[src/rtl/triple_accum_if.sv]
// Sample-in / frame-result-out handshake bundle for triple_accum.
interface triple_accum_if #(
   parameter int unsigned SUM_W = 10
);
   logic             in_valid;
   logic             in_ready;
   logic [5:0]       in_data;
   logic             flush;
   logic             out_valid;
   logic             out_ready;
   logic [SUM_W-1:0] out_sum;
   logic [3:0]       out_count;
   logic             out_overflow;

   // Producer of samples and consumer of frame results
   modport master (
      output in_valid, in_data, flush, out_ready,
      input  in_ready, out_valid, out_sum, out_count, out_overflow
   );

   // Accumulator side
   modport slave (
      input  in_valid, in_data, flush, out_ready,
      output in_ready, out_valid, out_sum, out_count, out_overflow
   );
endinterface

[src/rtl/triple_accum.sv]
// Frame accumulator for triple results: saturating sum of up to N_SAMPLES
// samples per frame, closed early by flush, presented on a registered port.
module triple_accum #(
   parameter int unsigned N_SAMPLES = 4,
   parameter int unsigned SUM_W     = 10
) (
   input  logic           clk,
   input  logic           rst_n,
   triple_accum_if.slave  bus
);

   localparam int unsigned CNT_W = 4;
   localparam int unsigned EXT_W = SUM_W + 1;
   localparam logic [CNT_W-1:0] CNT_LAST = CNT_W'(N_SAMPLES);
   localparam logic [SUM_W-1:0] SUM_MAX  = '1;

   typedef enum logic [0:0] {
      ST_ACCUM = 1'b0,
      ST_DONE  = 1'b1
   } state_t;

   state_t             r_state;
   state_t             w_state_nxt;
   logic [SUM_W-1:0]   r_acc;
   logic [SUM_W-1:0]   w_acc_nxt;
   logic [CNT_W-1:0]   r_cnt;
   logic [CNT_W-1:0]   w_cnt_nxt;
   logic               r_ovf;
   logic               w_ovf_nxt;
   logic               r_out_valid;
   logic               w_out_valid_nxt;
   logic [SUM_W-1:0]   r_out_sum;
   logic [SUM_W-1:0]   w_out_sum_nxt;
   logic [CNT_W-1:0]   r_out_count;
   logic [CNT_W-1:0]   w_out_count_nxt;
   logic               r_out_ovf;
   logic               w_out_ovf_nxt;

   logic               w_accept;
   logic [EXT_W-1:0]   w_sum_ext;
   logic               w_sat;
   logic [SUM_W-1:0]   w_acc_upd;
   logic [CNT_W-1:0]   w_cnt_upd;
   logic               w_ovf_upd;
   logic               w_close;

   // Sample acceptance and post-accept accumulator values (carry bit flags saturation)
   assign w_accept  = bus.in_valid & (r_state == ST_ACCUM);
   assign w_sum_ext = EXT_W'(r_acc) + EXT_W'(bus.in_data);
   assign w_sat     = w_sum_ext[SUM_W];
   assign w_acc_upd = w_accept ? (w_sat ? SUM_MAX : w_sum_ext[SUM_W-1:0]) : r_acc;
   assign w_cnt_upd = w_accept ? CNT_W'(r_cnt + CNT_W'(1)) : r_cnt;
   assign w_ovf_upd = r_ovf | (w_accept & w_sat);

   // Frame closes on the last sample, or on flush once the frame holds anything
   assign w_close   = (w_accept && (w_cnt_upd == CNT_LAST)) ||
                      (bus.flush && (w_cnt_upd != '0));

   // Next-state and next-register decode
   always_comb begin
      w_state_nxt     = r_state;
      w_acc_nxt       = r_acc;
      w_cnt_nxt       = r_cnt;
      w_ovf_nxt       = r_ovf;
      w_out_valid_nxt = r_out_valid;
      w_out_sum_nxt   = r_out_sum;
      w_out_count_nxt = r_out_count;
      w_out_ovf_nxt   = r_out_ovf;

      case (r_state)
         ST_ACCUM: begin
            if (w_close) begin
               w_out_sum_nxt   = w_acc_upd;
               w_out_count_nxt = w_cnt_upd;
               w_out_ovf_nxt   = w_ovf_upd;
               w_out_valid_nxt = 1'b1;
               w_acc_nxt       = '0;
               w_cnt_nxt       = '0;
               w_ovf_nxt       = 1'b0;
               w_state_nxt     = ST_DONE;
            end else begin
               w_acc_nxt = w_acc_upd;
               w_cnt_nxt = w_cnt_upd;
               w_ovf_nxt = w_ovf_upd;
            end
         end
         ST_DONE: begin
            if (r_out_valid && bus.out_ready) begin
               w_out_valid_nxt = 1'b0;
               w_state_nxt     = ST_ACCUM;
            end
         end
         default: begin
            w_state_nxt = ST_ACCUM;
         end
      endcase
   end

   // State and datapath registers
   always_ff @(posedge clk or negedge rst_n) begin
      if (!rst_n) begin
         r_state     <= ST_ACCUM;
         r_acc       <= '0;
         r_cnt       <= '0;
         r_ovf       <= 1'b0;
         r_out_valid <= 1'b0;
         r_out_sum   <= '0;
         r_out_count <= '0;
         r_out_ovf   <= 1'b0;
      end else begin
         r_state     <= w_state_nxt;
         r_acc       <= w_acc_nxt;
         r_cnt       <= w_cnt_nxt;
         r_ovf       <= w_ovf_nxt;
         r_out_valid <= w_out_valid_nxt;
         r_out_sum   <= w_out_sum_nxt;
         r_out_count <= w_out_count_nxt;
         r_out_ovf   <= w_out_ovf_nxt;
      end
   end

   assign bus.in_ready     = (r_state == ST_ACCUM);
   assign bus.out_valid    = r_out_valid;
   assign bus.out_sum      = r_out_sum;
   assign bus.out_count    = r_out_count;
   assign bus.out_overflow = r_out_ovf;

endmodule
[src/flat_wrapper.sv]
// flat-port wrapper written by rule: the top's interface ports become plain ports
module triple_accum_flat 
#(
   parameter int unsigned N_SAMPLES = 4,
   parameter int unsigned SUM_W     = 10
)
  (clk, rst_n, bus_in_valid, bus_in_data, bus_flush, bus_out_ready, bus_in_ready, bus_out_valid, bus_out_sum, bus_out_count, bus_out_overflow);
  triple_accum_if #(.SUM_W(SUM_W)) bus_i ();
  input  logic clk;
  input  logic rst_n;
  input wire logic [$bits(bus_i.in_valid)-1:0] bus_in_valid;
  input wire logic [$bits(bus_i.in_data)-1:0] bus_in_data;
  input wire logic [$bits(bus_i.flush)-1:0] bus_flush;
  input wire logic [$bits(bus_i.out_ready)-1:0] bus_out_ready;
  output wire logic [$bits(bus_i.in_ready)-1:0] bus_in_ready;
  output wire logic [$bits(bus_i.out_valid)-1:0] bus_out_valid;
  output wire logic [$bits(bus_i.out_sum)-1:0] bus_out_sum;
  output wire logic [$bits(bus_i.out_count)-1:0] bus_out_count;
  output wire logic [$bits(bus_i.out_overflow)-1:0] bus_out_overflow;
  assign bus_i.in_valid = bus_in_valid;
  assign bus_i.in_data = bus_in_data;
  assign bus_i.flush = bus_flush;
  assign bus_i.out_ready = bus_out_ready;
  assign bus_in_ready = bus_i.in_ready;
  assign bus_out_valid = bus_i.out_valid;
  assign bus_out_sum = bus_i.out_sum;
  assign bus_out_count = bus_i.out_count;
  assign bus_out_overflow = bus_i.out_overflow;
  triple_accum #(.N_SAMPLES(N_SAMPLES), .SUM_W(SUM_W)) u_core (.clk(clk), .rst_n(rst_n), .bus(bus_i));
endmodule
[config.mk]
export PLATFORM = sky130hd
export DESIGN_NAME = triple_accum_flat
export DESIGN_NICKNAME = d
export VERILOG_FILES = /design/src/rtl/triple_accum_if.sv /design/src/rtl/triple_accum.sv /design/src/flat_wrapper.sv
export SDC_FILE = /design/constraint.sdc
export NUM_CORES = 1
export LEC_CHECK = 0
export ABC_AREA = 0
export CORE_MARGIN = 4
export CORE_UTILIZATION = 30
export CTS_CLUSTER_SIZE = 10
export DETAILED_ROUTE_END_ITERATION = 6
export GPL_ROUTABILITY_DRIVEN = 0
export PLACE_DENSITY = 0.54
export SLEW_MARGIN = 30
export SYNTH_ARGS = -nofsm -noshare
export SYNTH_HDL_FRONTEND = slang
export SYNTH_SLANG_ARGS = --single-unit
[constraint.sdc]
create_clock -name clk -period 2.5 [get_ports clk]
set_input_delay 0.25 -clock clk [delete_from_list [all_inputs] [get_ports clk]]
set_output_delay 0.25 -clock clk [all_outputs]
set_load 0.01 [all_outputs]
# Word level (Yosys, flattened, before mapping)
# Cells that the tools add are included.
dict set report totals {
  input_bits 11
  out_inout_bits 17
  regBits 32
}
dict set report classes {
  bitwise_logic 4
  reduce_logical 7
  eq_ne 3
  muxes 12
  addsub 2
}
# op count
set op_table {}
lappend op_table {{10-bit 2-to-1 mux} 3}
lappend op_table {{10-bit by 6-bit adder with 11-bit output} 1}
lappend op_table {{4-bit 2-to-1 mux} 2}
lappend op_table {{1-bit 2-to-1 mux} 5}
lappend op_table {{4-bit by 1-bit adder with 4-bit output, second input constant} 1}
lappend op_table {{4-bit by 3-bit == test with 1-bit output, second input constant} 1}
lappend op_table {{1-bit case mux with 2 select lines} 2}
lappend op_table {{2-bit AND reduction} 2}
lappend op_table {{4-bit nonzero test} 1}
lappend op_table {{1-bit logical AND} 3}
lappend op_table {{1-bit bitwise AND} 2}
lappend op_table {{2-bit by 1-bit inequality test with 1-bit output, second input constant} 1}
lappend op_table {{2-bit inequality test, second input constant} 1}
lappend op_table {{1-bit logical OR} 1}
lappend op_table {{1-bit inverter} 1}
lappend op_table {{1-bit bitwise OR} 1}

# Depth between registers and ports, before layout
dict set report depth {
  ltp_word 8
  depth_mapped 9
  depth_no_buf 8
}

# Least setup slack after synthesis
# Ideal clock, no wire load.
dict set report synth_path {
  path_kind {register to register}
  start {register u_core.r_acc[0]}
  end {register u_core.r_out_sum[8] (netlist: u_core.bus.out_sum[8])}
  period_less_slack_ns 2.259
  setup_time_ns 0.125
  slack_ns 0.241
  required_ns 2.375
  stages_incl_launch_ff 10
  arrival_ns 2.133
  cell_sequence {dfrtp_1 > ha_1 > fa_1 > a21o_1 > a221oi_2 > nor2b_1 > clkbuf_1 > a31oi_1 > a21oi_1 > mux2_4}
}
dict set report synth_via {
  elab_chain_cells 3
}
# item line
set synth_rtl {}
lappend synth_rtl {{from (decl)} triple_accum.sv:24} ;# logic [SUM_W-1:0] r_acc;
lappend synth_rtl {{from (signal assigned)} triple_accum.sv:112} ;# r_acc <= w_acc_nxt;
lappend synth_rtl {{10-bit by 6-bit adder with 11-bit output} triple_accum.sv:49} ;# assign w_sum_ext = EXT_W'(r_acc) + EXT_W'(bus.in_data);
lappend synth_rtl {{10-bit 2-to-1 mux (2 in a row)} triple_accum.sv:51} ;# assign w_acc_upd = w_accept ? (w_sat ? SUM_MAX : w_sum_ext[SUM_W-1:0]) : r_acc;
lappend synth_rtl {{to (signal assigned)} triple_accum.sv:116} ;# r_out_sum <= w_out_sum_nxt;
lappend synth_rtl {{to (decl)} triple_accum.sv:32} ;# logic [SUM_W-1:0] r_out_sum;
# No other way between the ends.
# A chain may end at the register's enable or synchronous reset.

# Worst setup path in the final report
dict set report layout_path {
  start {input port bus_in_data[0]}
  end {register u_core.r_out_sum[9] (netlist: u_core.bus.out_sum[9])}
}
dict set report layout_via {
  elab_chain_cells 3
}
# item line
set layout_rtl {}
lappend layout_rtl {{from (decl)} flat_wrapper.sv:12} ;# input wire logic [$bits(bus_i.in_data)-1:0] bus_in_data;
lappend layout_rtl {{10-bit by 6-bit adder with 11-bit output} triple_accum.sv:49}
lappend layout_rtl {{10-bit 2-to-1 mux (2 in a row)} triple_accum.sv:51}
# No other way between the ends.

==> results_dict.tcl <==
set metrics [dict create \
    outcome "completed" \
    yosys_warnings 0 \
    finalPower_uw 2628 \
    synthesis.area_mm2 0.001829 \
    io_buffers 27 \
    fmax_ghz 0.4389 \
    worst_setup_path_end_kind "register" \
    hold_viol_final 0 \
    fin_crit_ns 2.278 \
    root_buffer "clkbuf_8" \
    met1_usage 0.1648 \
    start_util 0.3090 \
    met3_usage 0.02978 \
    track_usage 0.1241 \
    chipWidth_um 86.09 \
    fin_crit_sh 0.9113 \
    ys_ff_latch 32 \
    clkLatencyLatePin_ns 0.28 \
    wl_per_cell_um 14.08 \
    ios 28 \
    cts_hold_buf 0 \
    drive_gt1_frac 0.1667 \
    rsz0062_at_grt "false" \
    setup_violations 0 \
    num_vias 1456 \
    worstSetupPathType "in -> reg" \
    drt_iter0_markers 76 \
    worst_pin_slew_ns 0.5948 \
    first_pass_iters 4 \
    timing.max_cap.violations 0 \
    fin_skew_ns 0.003898 \
    synthCells 181 \
    combPwrFrac 0.518 \
    cts.htree.levels 2 \
    powerDensity_mw_per_mm2 1125 \
    antenna_found_initial 0 \
    rr_startpoint "u_core.r_acc[0]$_DFFE_PN0N_" \
    cts.clk_slew.worst_paths_ns 0.06 \
    row_count 28 \
    cts_buffers 5 \
    relSlewSlack 0.6034 \
    hold_ws_ns 0.3820 \
    required_ns 2.67 \
    yosysSeqAreaShare 0.4378 \
    clkPwrFrac 0.134 \
    design.die.area_mm2 0.007411 \
    synth.avg_cell_area_um2 10.11 \
    dpl.hpwl_mm 3.034 \
    cts_sinks 32 \
    grtUsageMet2 0.1976 \
    ys.flop_type "dfrtp_1" \
    reg2regPathDepth 9 \
    vias_per_cell 4.902 \
    fillCellCount 597 \
    synth_edf_count 0 \
    crit_fanout 4 \
    gr-total-overflow 0 \
    postCtsSetupBuffers 0 \
    ctsResizeCount 0 \
    cp-start-kind "input port" \
    die_y_um 86.09 \
    r2r-end "u_core.bus.out_sum[9]$_DFFE_PN0P_" \
    ir_worst_vdd_mv 0.4772 \
    synth_cell_types 49 \
    power_frac_seq 0.348 \
    async_reset_ff_frac 1.000 \
    grt_first_pass_wirelength_mm 7.224 \
    drc 0 \
    fin_nets 243 \
    internal-power_uw 1568 \
    cts_tree "yes" \
    antennaDiodeCount 0 \
    synth_nets 200 \
    setup_tns_ns 0 \
    worstHoldPathType "in -> async" \
    drv_slew 0 \
    clockBufferDepth 2 \
    arrival_ns 2.44 \
    syn_to_final_growth_pct 27.63 \
    grt_pass1_vias 1504 \
    busiest_layer "met2" \
    p_leak_uw 0.001018 \
    grt_max_degree 33 \
    rrSetupSlack_ns 0.25 \
    core_mm2 0.005921 \
    ant_nets 0 \
    switching_share 0.4031 \
    p_sw_uw 1059 \
    wl_mm 4.182 \
]
[registers in the layout, indices dropped and copies added, names as in the netlist]
| register | flops |
|---|---|
| u_core.bus.out_count | 4 |
| u_core.bus.out_overflow | 1 |
| u_core.bus.out_sum | 10 |
| u_core.bus.out_valid | 1 |
| u_core.r_acc | 10 |
| u_core.r_cnt | 4 |
| u_core.r_ovf | 1 |
| u_core.r_state | 1 |
[kinds of logic (layout without fill, tap and decap cells)]
family                     Yosys count  count (layout)  share of synthesized area
buffers and inverters               15              56                    0.04856
muxes                                3               3                    0.02189
AOI/OAI and AO/OA                   65              65                     0.2517
xor gates and xnor gates             7               7                    0.04378
adders and majority gates            8               8                    0.05882
and+or+nand+nor                     51              51                     0.1375
DFF                                 32              32                     0.4378
[power by group through the flow]
stage / registers, uW / logic (uW) / clock network (uW)
detailed placement: 920 / 1380 / 0
floorplan: 931 / 818 / 0
CTS: 915 / 1380 / 372
global placement: 919 / 1370 / 0
finish: 913 / 1360 / 353
global route: 948 / 1520 / 393
[cell type report]
cell class              instances  area [um2]  share of cell area
clock buffers                   5       68.82             0.02947
multi-input cells             134       939.7              0.4025
inverters                       5       18.77            0.008039
flip-flops and latches         32       800.8              0.3430
repair buffers                 46       412.9              0.1768
well taps                      75       93.84             0.04019
[cell usage after synthesis (2+ instances only)]
cell      instances  area [um2]
and3_1            2       12.51
o41ai_1           2       17.52
clkbuf_1          4       15.01
mux2_4            2       30.03
dfrtp_1          32       800.8
xor2_1            3       26.28
a22o_1            2       17.52
ha_1              7       87.58
a31oi_1           2       12.51
xnor2_1           3       26.28
nor2_1           24       90.09
nand2_1          11       41.29
nor2b_1           3       18.77
a21o_1            3       22.52
buf_6             2       22.52
inv_1             4       15.01
o221ai_2          3       45.04
o21ai_0          14       70.07
nand4_1           2       12.51
buf_2             2       10.01
a21oi_1          17       85.08
nand3_1           3       15.01
o21ai_1           7       35.03
o21a_1            2       15.01
[metrics by stage]
step | utilization | cell area [um2] | cells | setup WS, ns
after floorplan | - | 1829 | 181 | 0.2415
after global placement | 0.3827 | 2266 | 292 | -0.06251
after detailed placement | 0.3827 | 2266 | 292 | -0.07770
after CTS | 0.3943 | 2335 | 297 | 0.2136
after global routing | 0.3943 | 2335 | 297 | 0.1073
final | 0.3943 | 2335 | 297 | 0.2218
[how the worst max path moves through the flow]
stage | cells after the start | slack [ns] | start | to
finish | 10 | 0.22 | bus_in_data[0] | u_core.bus.out_sum[9]$_DFFE_PN0P_
global placement | 10 | -0.06 | bus_in_data[0] | u_core.bus.out_sum[7]$_DFFE_PN0P_
detailed placement | 10 | -0.08 | bus_in_data[0] | u_core.bus.out_sum[7]$_DFFE_PN0P_
global route | 10 | 0.11 | bus_in_data[0] | u_core.bus.out_sum[7]$_DFFE_PN0P_
floorplan | 9 | 0.24 | u_core.r_acc[0]$_DFFE_PN0N_ | u_core.bus.out_sum[8]$_DFFE_PN0P_
CTS | 10 | 0.21 | bus_in_data[0] | u_core.bus.out_sum[7]$_DFFE_PN0P_
[placed cells by master (no fill, tap or decap), types with 2 or more instances in the layout]
cell,instances
inv_1,4
o41ai_1,2
nor2b_1,3
a21o_1,3
a31oi_1,2
clkdlybuf4s50_1,27
o221ai_2,3
nand4_1,2
nor2_1,24
o21a_1,2
dfrtp_1,32
clkbuf_8,5
a22o_1,2
and3_1,2
a21oi_1,17
nand2_1,11
nand3_1,3
o21ai_0,14
xor2_1,3
ha_1,7
o21ai_1,7
xnor2_1,3
mux2_4,2
buf_4,19
[per-layer routing]
layer / up-vias / routed length, um
met4: 0 / 53
met2: 26 / 1931
met1: 681 / 2011
met5: - / 0
li1: 742 / -
met3: 7 / 185
[critical path, stage by stage]
cell and delay, ns:
clkdlybuf4s50_1 0.41, ha_1 0.23, fa_1 0.41, a21o_1 0.22, a221oi_2 0.24, nor2b_1 0.11
buf_4 0.16, nor2_1 0.14, nand2_1 0.07, a31o_1 0.21
Note: power is estimated with default switching activity, not from simulation.
